===== src/rtl/i2s_pkg.sv =====
// ---------------------------------------------------------------------------
// i2s_pkg
// Shared definitions for the I2S frame transmitter:
//   HDR_W / WORD_W  - header and payload word widths (bits)
//   i2s_state_t     - frame FSM state encoding
//   pack_header()   - builds the 16-bit frame header
//   word_count()    - payload word count, (nx+1)*(ny+1), 1..256
// ---------------------------------------------------------------------------
package i2s_pkg;

    localparam int HDR_W  = 16;
    localparam int WORD_W = 16;

    typedef enum logic [1:0] {
        ST_IDLE    = 2'd0,
        ST_HEADER  = 2'd1,
        ST_PAYLOAD = 2'd2,
        ST_DONE    = 2'd3
    } i2s_state_t;

    // Header layout: columns-1 | rows-1 | reserved 2'b00 | row field
    function automatic logic [HDR_W-1:0] pack_header(
        input logic [3:0] nx,
        input logic [3:0] ny,
        input logic [5:0] row
    );
        return {nx, ny, 2'b00, row};
    endfunction

    // Both factors are at most 16, so the product fits in 9 bits.
    function automatic logic [8:0] word_count(
        input logic [3:0] nx,
        input logic [3:0] ny
    );
        logic [8:0] cols;
        logic [8:0] rows;
        cols = {5'd0, nx} + 9'd1;
        rows = {5'd0, ny} + 9'd1;
        return cols * rows;
    endfunction

endpackage


===== src/rtl/i2s_word_buf.sv =====
// ---------------------------------------------------------------------------
// i2s_word_buf
// One-entry holding register between the word source and the shifter.
//   clk, rst_n      - clock, asynchronous active-low reset
//   word_data/valid - incoming payload word and its valid flag
//   word_ready      - registered: holding register empty and acceptance enabled
//   accept_en_next  - from the FSM: acceptance allowed in the next cycle
//   pop             - shifter takes the word this cycle
//   word_taken      - a transfer happens this cycle (valid && ready)
//   buf_avail       - a word can be popped this cycle (stored or arriving)
//   buf_data        - the word that a pop would take
// A word arriving in the same cycle the shifter needs it is passed straight
// through, so a late source costs no idle bit slot.
// ---------------------------------------------------------------------------
module i2s_word_buf
    import i2s_pkg::*;
(
    input  logic              clk,
    input  logic              rst_n,
    input  logic [WORD_W-1:0] word_data,
    input  logic              word_valid,
    output logic              word_ready,
    input  logic              accept_en_next,
    input  logic              pop,
    output logic              word_taken,
    output logic              buf_avail,
    output logic [WORD_W-1:0] buf_data
);

    logic              full_reg;
    logic              full_next;
    logic              ready_reg;
    logic [WORD_W-1:0] hold_reg;

    assign word_taken = word_valid & ready_reg;
    assign buf_avail  = full_reg | word_taken;
    assign buf_data   = full_reg ? hold_reg : word_data;
    assign word_ready = ready_reg;

    // ready is only ever high while empty, so push and a stored word never
    // coincide; a push popped in the same cycle leaves the register empty.
    always_comb begin
        full_next = full_reg;
        if (full_reg) begin
            full_next = ~pop;
        end else begin
            full_next = word_taken & ~pop;
        end
    end

    always_ff @(posedge clk or negedge rst_n) begin
        if (!rst_n) begin
            full_reg  <= 1'b0;
            ready_reg <= 1'b0;
            hold_reg  <= '0;
        end else begin
            full_reg  <= full_next;
            ready_reg <= accept_en_next & ~full_next;
            if (word_taken && !pop) begin
                hold_reg <= word_data;
            end
        end
    end

endmodule


===== src/rtl/i2s_frame_tx.sv =====
// ---------------------------------------------------------------------------
// i2s_frame_tx
// Serialises one frame per start request: a 16-bit header followed by
// (num_modules_x+1)*(num_modules_y+1) 16-bit payload words, MSB first, one
// bit per cycle marked by i2s_clk_en.
//   clk, rst_n            - clock, asynchronous active-low reset
//   start                 - frame request, honoured only in IDLE
//   num_modules_x/y       - columns-1 / rows-1, latched at start
//   word_data/valid/ready - payload word handshake
//   i2s_data, i2s_clk_en  - serial bit and its slot marker
//   busy, frame_done      - frame in progress / one-cycle end pulse
//   row_num               - row field for the next frame, wraps at ROW_COUNT
//   underrun              - sticky starvation flag
// Build option: define I2S_FRAME_TX_STALL_EN to pause the bitstream when the
// next word is missing; otherwise a missing word is sent as zeros and flagged.
// ---------------------------------------------------------------------------
module i2s_frame_tx
    import i2s_pkg::*;
#(
    parameter int ROW_COUNT = 8
) (
    input  logic              clk,
    input  logic              rst_n,
    input  logic              start,
    input  logic [3:0]        num_modules_x,
    input  logic [3:0]        num_modules_y,
    input  logic [WORD_W-1:0] word_data,
    input  logic              word_valid,
    output logic              word_ready,
    output logic              i2s_data,
    output logic              i2s_clk_en,
    output logic              busy,
    output logic              frame_done,
    output logic [5:0]        row_num,
    output logic              underrun
);

    i2s_state_t        state_reg, state_next;
    logic [WORD_W-1:0] shift_reg, shift_next;
    logic [3:0]        bit_cnt_reg, bit_cnt_next;       // bits of current word already emitted, mod 16
    logic [8:0]        words_sent_reg, words_sent_next; // payload slots started
    logic [8:0]        accept_cnt_reg, accept_cnt_next; // words accepted plus starved slots
    logic [8:0]        n_words_reg, n_words_next;
    logic              data_reg, data_next;
    logic              clk_en_reg, clk_en_next;
    logic              busy_reg, busy_next;
    logic              done_reg, done_next;
    logic [5:0]        row_reg, row_next;
    logic              underrun_reg, underrun_next;

    logic [HDR_W-1:0]  hdr_word;
    logic              buf_pop;
    logic              buf_avail;
    logic              word_taken;
    logic [WORD_W-1:0] buf_data;
    logic              accept_en_next;

    assign hdr_word = pack_header(num_modules_x, num_modules_y, row_reg);

    i2s_word_buf u_word_buf (
        .clk            (clk),
        .rst_n          (rst_n),
        .word_data      (word_data),
        .word_valid     (word_valid),
        .word_ready     (word_ready),
        .accept_en_next (accept_en_next),
        .pop            (buf_pop),
        .word_taken     (word_taken),
        .buf_avail      (buf_avail),
        .buf_data       (buf_data)
    );

    always_comb begin
        state_next      = state_reg;
        shift_next      = shift_reg;
        bit_cnt_next    = bit_cnt_reg;
        words_sent_next = words_sent_reg;
        accept_cnt_next = accept_cnt_reg + 9'(word_taken);
        n_words_next    = n_words_reg;
        data_next       = 1'b0;
        clk_en_next     = 1'b0;
        row_next        = row_reg;
        underrun_next   = underrun_reg;
        buf_pop         = 1'b0;

        case (state_reg)
            ST_IDLE: begin
                if (start) begin
                    state_next      = ST_HEADER;
                    data_next       = hdr_word[HDR_W-1];
                    shift_next      = {hdr_word[HDR_W-2:0], 1'b0};
                    clk_en_next     = 1'b1;
                    bit_cnt_next    = 4'd1;
                    words_sent_next = 9'd0;
                    accept_cnt_next = 9'd0;
                    n_words_next    = word_count(num_modules_x, num_modules_y);
                    underrun_next   = 1'b0;
                end
            end

            ST_HEADER, ST_PAYLOAD: begin
                if (bit_cnt_reg != 4'd0) begin
                    // mid-word: emit the next bit
                    data_next    = shift_reg[WORD_W-1];
                    shift_next   = {shift_reg[WORD_W-2:0], 1'b0};
                    clk_en_next  = 1'b1;
                    bit_cnt_next = bit_cnt_reg + 4'd1;
                end else if (words_sent_reg == n_words_reg) begin
                    // word boundary after the last payload word (never true in HEADER)
                    state_next = ST_DONE;
                    row_next   = (row_reg == 6'(ROW_COUNT - 1)) ? 6'd0 : row_reg + 6'd1;
                end else if (buf_avail) begin
                    state_next      = ST_PAYLOAD;
                    buf_pop         = 1'b1;
                    data_next       = buf_data[WORD_W-1];
                    shift_next      = {buf_data[WORD_W-2:0], 1'b0};
                    clk_en_next     = 1'b1;
                    bit_cnt_next    = 4'd1;
                    words_sent_next = words_sent_reg + 9'd1;
                end else begin
`ifdef I2S_FRAME_TX_STALL_EN
                    // starved: freeze at the boundary, keep the line steady
                    data_next = data_reg;
`else
                    // starved: the slot goes out as zeros and counts as consumed,
                    // so later words move up one slot
                    state_next      = ST_PAYLOAD;
                    shift_next      = '0;
                    clk_en_next     = 1'b1;
                    bit_cnt_next    = 4'd1;
                    words_sent_next = words_sent_reg + 9'd1;
                    accept_cnt_next = accept_cnt_reg + 9'd1;
                    underrun_next   = 1'b1;
`endif
                end
            end

            ST_DONE: begin
                state_next = ST_IDLE;
            end

            default: begin
                state_next = ST_IDLE;
            end
        endcase

        busy_next = (state_next != ST_IDLE);
        done_next = (state_next == ST_DONE);
    end

    assign accept_en_next = ((state_next == ST_HEADER) || (state_next == ST_PAYLOAD))
                            && (accept_cnt_next < n_words_next);

    always_ff @(posedge clk or negedge rst_n) begin
        if (!rst_n) begin
            state_reg      <= ST_IDLE;
            shift_reg      <= '0;
            bit_cnt_reg    <= 4'd0;
            words_sent_reg <= 9'd0;
            accept_cnt_reg <= 9'd0;
            n_words_reg    <= 9'd0;
            data_reg       <= 1'b0;
            clk_en_reg     <= 1'b0;
            busy_reg       <= 1'b0;
            done_reg       <= 1'b0;
            row_reg        <= 6'd0;
            underrun_reg   <= 1'b0;
        end else begin
            state_reg      <= state_next;
            shift_reg      <= shift_next;
            bit_cnt_reg    <= bit_cnt_next;
            words_sent_reg <= words_sent_next;
            accept_cnt_reg <= accept_cnt_next;
            n_words_reg    <= n_words_next;
            data_reg       <= data_next;
            clk_en_reg     <= clk_en_next;
            busy_reg       <= busy_next;
            done_reg       <= done_next;
            row_reg        <= row_next;
            underrun_reg   <= underrun_next;
        end
    end

    assign i2s_data   = data_reg;
    assign i2s_clk_en = clk_en_reg;
    assign busy       = busy_reg;
    assign frame_done = done_reg;
    assign row_num    = row_reg;
    assign underrun   = underrun_reg;

endmodule


===== config.mk =====
export PLATFORM = sky130hd
export DESIGN_NAME = i2s_frame_tx
export DESIGN_NICKNAME = d
export VERILOG_FILES = /design/src/rtl/i2s_pkg.sv /design/src/rtl/i2s_word_buf.sv /design/src/rtl/i2s_frame_tx.sv
export SDC_FILE = /design/constraint.sdc
export NUM_CORES = 1
export LEC_CHECK = 0
export BUFFER_PORTS_ARGS = -buffer_cell sky130_fd_sc_hd__buf_2
export CORE_MARGIN = 3
export CORE_UTILIZATION = 38
export DETAILED_ROUTE_END_ITERATION = 10
export SLEW_MARGIN = 40
export SYNTH_ARGS = -nofsm -noshare
export SYNTH_HDL_FRONTEND = slang
export SYNTH_SLANG_ARGS = --single-unit

===== constraint.sdc =====
create_clock -name clk -period 8.8 [get_ports clk]
set_input_delay 1.76 -clock clk [delete_from_list [all_inputs] [get_ports clk]]
set_output_delay 1.76 -clock clk [all_outputs]
set_load 0.03 [all_outputs]

# After elaboration in Yosys (flattened, before gate mapping)
# Cells that the tools add are included.
[word_totals]
reg_bits = 78
output_inout_bits = 12
[classes]
addsub = 7
n_mul = 1
order_cmp = 1
eq_ne = 13
muxes = 45
bitwise_logic = 7
reduce_logical = 13
[ops]
columns = ["op", "count"]
rows = [
  ["$mux W9", 9],
  ["$mux W16", 5],
  ["$pmux W9 S2", 2],
  ["$pmux W16 S2", 1],
  ["$add A9 B1 Y9 const B", 2],
  ["$mux W1", 17],
  ["$mux W4", 3],
  ["$add A4 B1 Y5 const B", 2],
  ["$add A9 B1 Y9", 1],
  ["$eq A9 B9 Y1", 1],
  ["$lt A9 B9 Y1", 1],
  ["$mul A5 B5 Y9", 1],
  ["$eq A2 B2 Y1 const B", 4],
  ["$ne A2 B2 Y1 const B", 4],
  ["$pmux W4 S2", 1],
  ["$add A6 B1 Y6 const B", 1],
  ["$eq A6 B3 Y1 const B", 1],
  ["$mux W6", 1],
  ["$pmux W1 S2", 3],
  ["$pmux W2 S3", 1],
  ["$reduce_and A3 Y1", 2],
  ["$reduce_and A5 Y1", 1],
  ["$add A4 B1 Y4 const B", 1],
  ["$eq A2 B1 Y1 const B", 2],
  ["other kinds (13)", 20],
]

# Logic depth before layout (Yosys ltp)
[logic_depth]
word_depth = 11
depth_mapped = 21
mapped_depth_nobuf = 21

# Modules after synthesis
# From an unflattened synthesis, not the netlist that was laid out.
[hier_totals]
hier_cells = 544
area_unflattened_um2 = 5243.8
[modules_own_cells]
columns = ["module", "instances", "cells_each", "area_per_inst_um2"]
rows = [
  ["i2s_frame_tx", 1, 485, 4325.4],
  ["i2s_word_buf", 1, 59, 918.4],
]

# Least setup slack after synthesis
# Ideal clock, no wire load.
[synth_timing]
path_kind = "input-to-reg"
start = "in num_modules_y[0]"
end = "reg u_word_buf.ready_reg, in the netlist u_word_buf.word_ready"
setup_ps = 82
arrival_time_ps = 6331
slack_ps = 2387
path_stages = 20
n_path_buf = 0
cell_sequence = "ha_1 xnor2_1 or2_2 fa_1 fa_1 fa_1 inv_1 ha_1 nand2b_1 nand2b_1 a21o_1 xor2_1 mux2i_1 ha_1 nand3_1 nor2_1 a2111oi_0 nor2_1 or4b_1 a31oi_1"
[synth_between]
elab_chain_cells = 7
[synth_lines]
columns = ["element", "line", "text"]
rows = [
  ["start: declaration", "i2s_frame_tx.sv:26", "input logic [3:0] num_modules_y,"],
  ["$add A4 B1 Y5", "i2s_pkg.sv:38", "rows = {5'd0, ny} + 9'd1;"],
  ["$mul A5 B5 Y9", "i2s_pkg.sv:39", "return cols * rows;"],
  ["$mux W9", "i2s_frame_tx.sv:88", "if (start) begin"],
  ["$mux W9", "i2s_frame_tx.sv:86", "case (state_reg)"],
  ["$lt A9 B9 Y1", "i2s_frame_tx.sv:152", "&& (accept_cnt_next < n_words_next);"],
  ["$logic_and A1 B1 Y1", "i2s_frame_tx.sv:152", ""],
  ["$and A1 B1 Y1", "i2s_word_buf.sv:58", "ready_reg <= accept_en_next & ~full_next;"],
  ["end signal: assignment", "i2s_word_buf.sv:58", ""],
  ["end: declaration", "i2s_word_buf.sv:32", "logic ready_reg;"],
]
# Every way passes these cells.
# A chain may end at the register's enable or synchronous reset.

# Final worst setup path
# Ends and elaborated chain as after synthesis.

==> impl_metrics.tcl <==
set metrics [dict create \
    rows 42 \
    crit_family "adder cells" \
    timing.fmax_ghz 0.153 \
    clockBufferDepth 2 \
    setup_tns_ns 0 \
    grt_use_total 0.174 \
    clkPwrFrac 0.447 \
    critical_path_arrival_ns 6.81 \
    largest_register_ffs 16 \
    cts_root_buf "clkbuf_16" \
    fin_skew_ns 0.00647 \
    critPathMaxFanout 8 \
    nFillCells 1338 \
    timing.rr.start "u_word_buf.full_reg" \
    p_leak_nw 2.71 \
    power.internal_mw 0.587 \
    wire_per_inst_um 16.2 \
    synth_cell_type_count 59 \
    min_from "u_word_buf.hold_reg[14]" \
    slowest_delay_ns 0.54 \
    via_per_inst 5.51 \
    yosysWarningCount 0 \
    antenna_found_initial 0 \
    syn_avg_cell_area_um2 9.26 \
    fin_cells 778 \
    netlist_instances 570 \
    yosysSeqAreaShare 0.365 \
    fin_crit_sh 0.744 \
    worstPathCellList "buf_2 > ha_1 > nand3_1 > or2_2 > fa_1 > fa_1 > fa_1 > inv_1 > ha_1 > nand2b_1 > nand2b_1 > a21o_1 > xor2_1 > mux2i_1 > ha_1 > nand3_1 > nor2_1 > a2111oi_0 > nor2_1 > or4b_1 > a31oi_1" \
    dp_slack_ns 1.89 \
    comb_power_share 0.102 \
    die_w_um 124 \
    cts_tree "yes" \
    grt_pass1_vias 4002 \
    rsz0062_at_grt "no" \
    worst_pin_slew_ns 0.760 \
    ctsHoldBuffers 0 \
    final_cell_area_um2 5910 \
    worstPathRequired_ns 9.06 \
    cts.sinks 77 \
    cp-startpoint "num_modules_y[0]" \
    criticalPathCategory "primary input to flip-flop" \
    total_power_mw 0.785 \
    dr.pass1.iters 5 \
    peakVddDrop_mv 0.0842 \
    initial_utilization 0.394 \
    fin_ws_ns 2.25 \
    syn_nets 644 \
    post_cts_buffers 0 \
    holdCritPathClass "flip-flop to flip-flop" \
    hold_ws_ns 0.485 \
    synth_flop_cell "dfrtp_1" \
    critPathBufInv 2 \
    initialDrtViolationCount 366 \
    drt-total-wl_um 12600 \
    max-slew-margin-rel 0.492 \
    port_buffers 39 \
    async_flop_share 1.00 \
    max_cap_violations 0 \
    finalCriticalPeriod_ns 6.55 \
    core_um2 13400 \
    swShare 0.253 \
    grt_max_degree 78 \
    synth_edf_count 0 \
    cts-buffers-inserted 9 \
    dp_cells 762 \
    vias 4286 \
    finalMaxSlewViolations 0 \
    synth_seq_cells 77 \
    drc_errors 0 \
    p_switching_mw 0.199 \
    area_growth_pct 12.0 \
    post-dp-hpwl_um 9280 \
    die-area_um2 15300 \
    n_antenna_cell 0 \
    cts_max_level 3 \
    seqPwrFrac 0.451 \
    cp-end-kind "flip-flop" \
    drive_gt1_frac 0.143 \
    status "complete, no violations" \
    final_core_util 0.441 \
    p_per_area_nw_per_um2 133 \
    nNetsFinal 671 \
    critPathLaunchType "primary input" \
    route.antenna.remaining_nets 0 \
    syn_area_um2 5280 \
    setup_viol 0 \
    clk_pin_slew_worst_paths_ns 0.06 \
    io_pins 40 \
    cts_resized 0 \
    crit_slowest_cell "fa_1" \
    placedInstanceArea_um2 5620 \
    hold_viol 0 \
    die_h_um 124 \
    gp_congestion 0.918 \
    grt_pass1_wl_um 20700 \
    grt_overflow 0 \
    insertion_delay_ns 0.34 \
]
logic make-up after synthesis:
kind of cell | after synthesis | share of synthesized area
buffers and inverters | 64 | 0.0477
xor gates and xnor gates | 29 | 0.0496
muxes | 24 | 0.0500
adders and majority gates | 46 | 0.120
and+or+nand+nor | 199 | 0.187
AOI/OAI and AO/OA | 131 | 0.180
DFF | 77 | 0.365
synthesized netlist by cell type, types with 4 or more instances:
cell type	n	area, um2
dfrtp_1	77	1930
o21ai_1	5	25.0
mux2_1	11	124
fa_1	8	160
or2_2	4	25.0
a31oi_1	18	113
clkbuf_1	20	75.1
mux2i_1	5	50.1
o21a_1	6	45.0
ha_1	38	475
mux2_2	8	90.1
a21o_1	7	52.6
o21ai_0	20	100
nand2b_1	20	125
nand3_1	24	120
a21oi_1	12	60.1
and2_1	4	25.0
nand4_1	12	75.1
nor2b_1	5	31.3
nand2_1	57	214
o211ai_1	28	210
xor2_1	5	43.8
xnor2_1	23	201
a2111oi_2	5	75.1
o22ai_1	5	31.3
inv_1	39	146
nor2_1	55	206
worst register-to-register path: stages, from the launching register on:
cell and delay (ns):
dfrtp_2 0.61, a21oi_1 0.54, nand2_1 0.23, a21o_1 0.25, nor2_1 0.53, o22ai_1 0.18
mux2_2 0.34, ha_1 0.28, nand3_1 0.10, nor2_1 0.06, a2111oi_0 0.40, nor2_1 0.07
or4b_1 0.47, a31oi_1 0.15
power by group through the flow:
stage | clock (mW) | sequential [mW] | combinational [mW]
after global placement | 0 | 0.361 | 0.0800
after global routing | 0.374 | 0.354 | 0.0937
after CTS | 0.359 | 0.354 | 0.0827
final | 0.351 | 0.354 | 0.0801
after floorplan | 0 | 0.361 | 0.0507
after detailed placement | 0 | 0.361 | 0.0816
layer usage:
layer	track usage	share of wire
met1	0.254	0.49
met2	0.262	0.45
met3	0.0300	0.044
met4	0.0561	0.015
met5	0	0
cells in the final DEF (no fill, tap or decap), types with 6 or more instances in the layout:
master | Yosys | final
a21oi_1 | 12 | 12
nand2_1 | 57 | 57
xnor2_1 | 23 | 23
inv_1 | 39 | 39
ha_1 | 38 | 38
nand3_1 | 24 | 24
dfrtp_1 | 77 | 76
nand4_1 | 12 | 12
mux2_1 | 11 | 11
o211ai_1 | 28 | 28
fa_1 | 8 | 8
a31oi_1 | 18 | 18
o21a_1 | 6 | 6
o21ai_0 | 20 | 19
nand2b_1 | 20 | 20
nor2_1 | 55 | 54
clkbuf_16 | 0 | 9
a21o_1 | 7 | 7
o21ai_1 | 5 | 6
mux2_2 | 8 | 8
buf_2 | 3 | 38
path summary, 6_finish.rpt:
kind / endpoint / slack, ns / depth (start not counted)
max: u_word_buf.word_ready / 2.25 / 21
min: u_word_buf.hold_reg[14] / 0.48 / 1
max reg2reg: u_word_buf.word_ready / 4.52 / 13
min reg2reg: u_word_buf.hold_reg[14] / 0.48 / 1
max in group asynchronous: words_sent_reg[6] / 6.84 / 1
min in group asynchronous: busy / 1.45 / 1
final cells by class:
class	count	area [um2]	share of cell area
clock buffer	10	239	0.0404
clock inverter	6	45.0	0.00762
inverter	39	146	0.0248
multi-input combinational	429	3110	0.527
sequential	77	1930	0.326
tap	176	220	0.0373
timing repair buffer	41	216	0.0366
Note: power is estimated with default switching activity, not from simulation.
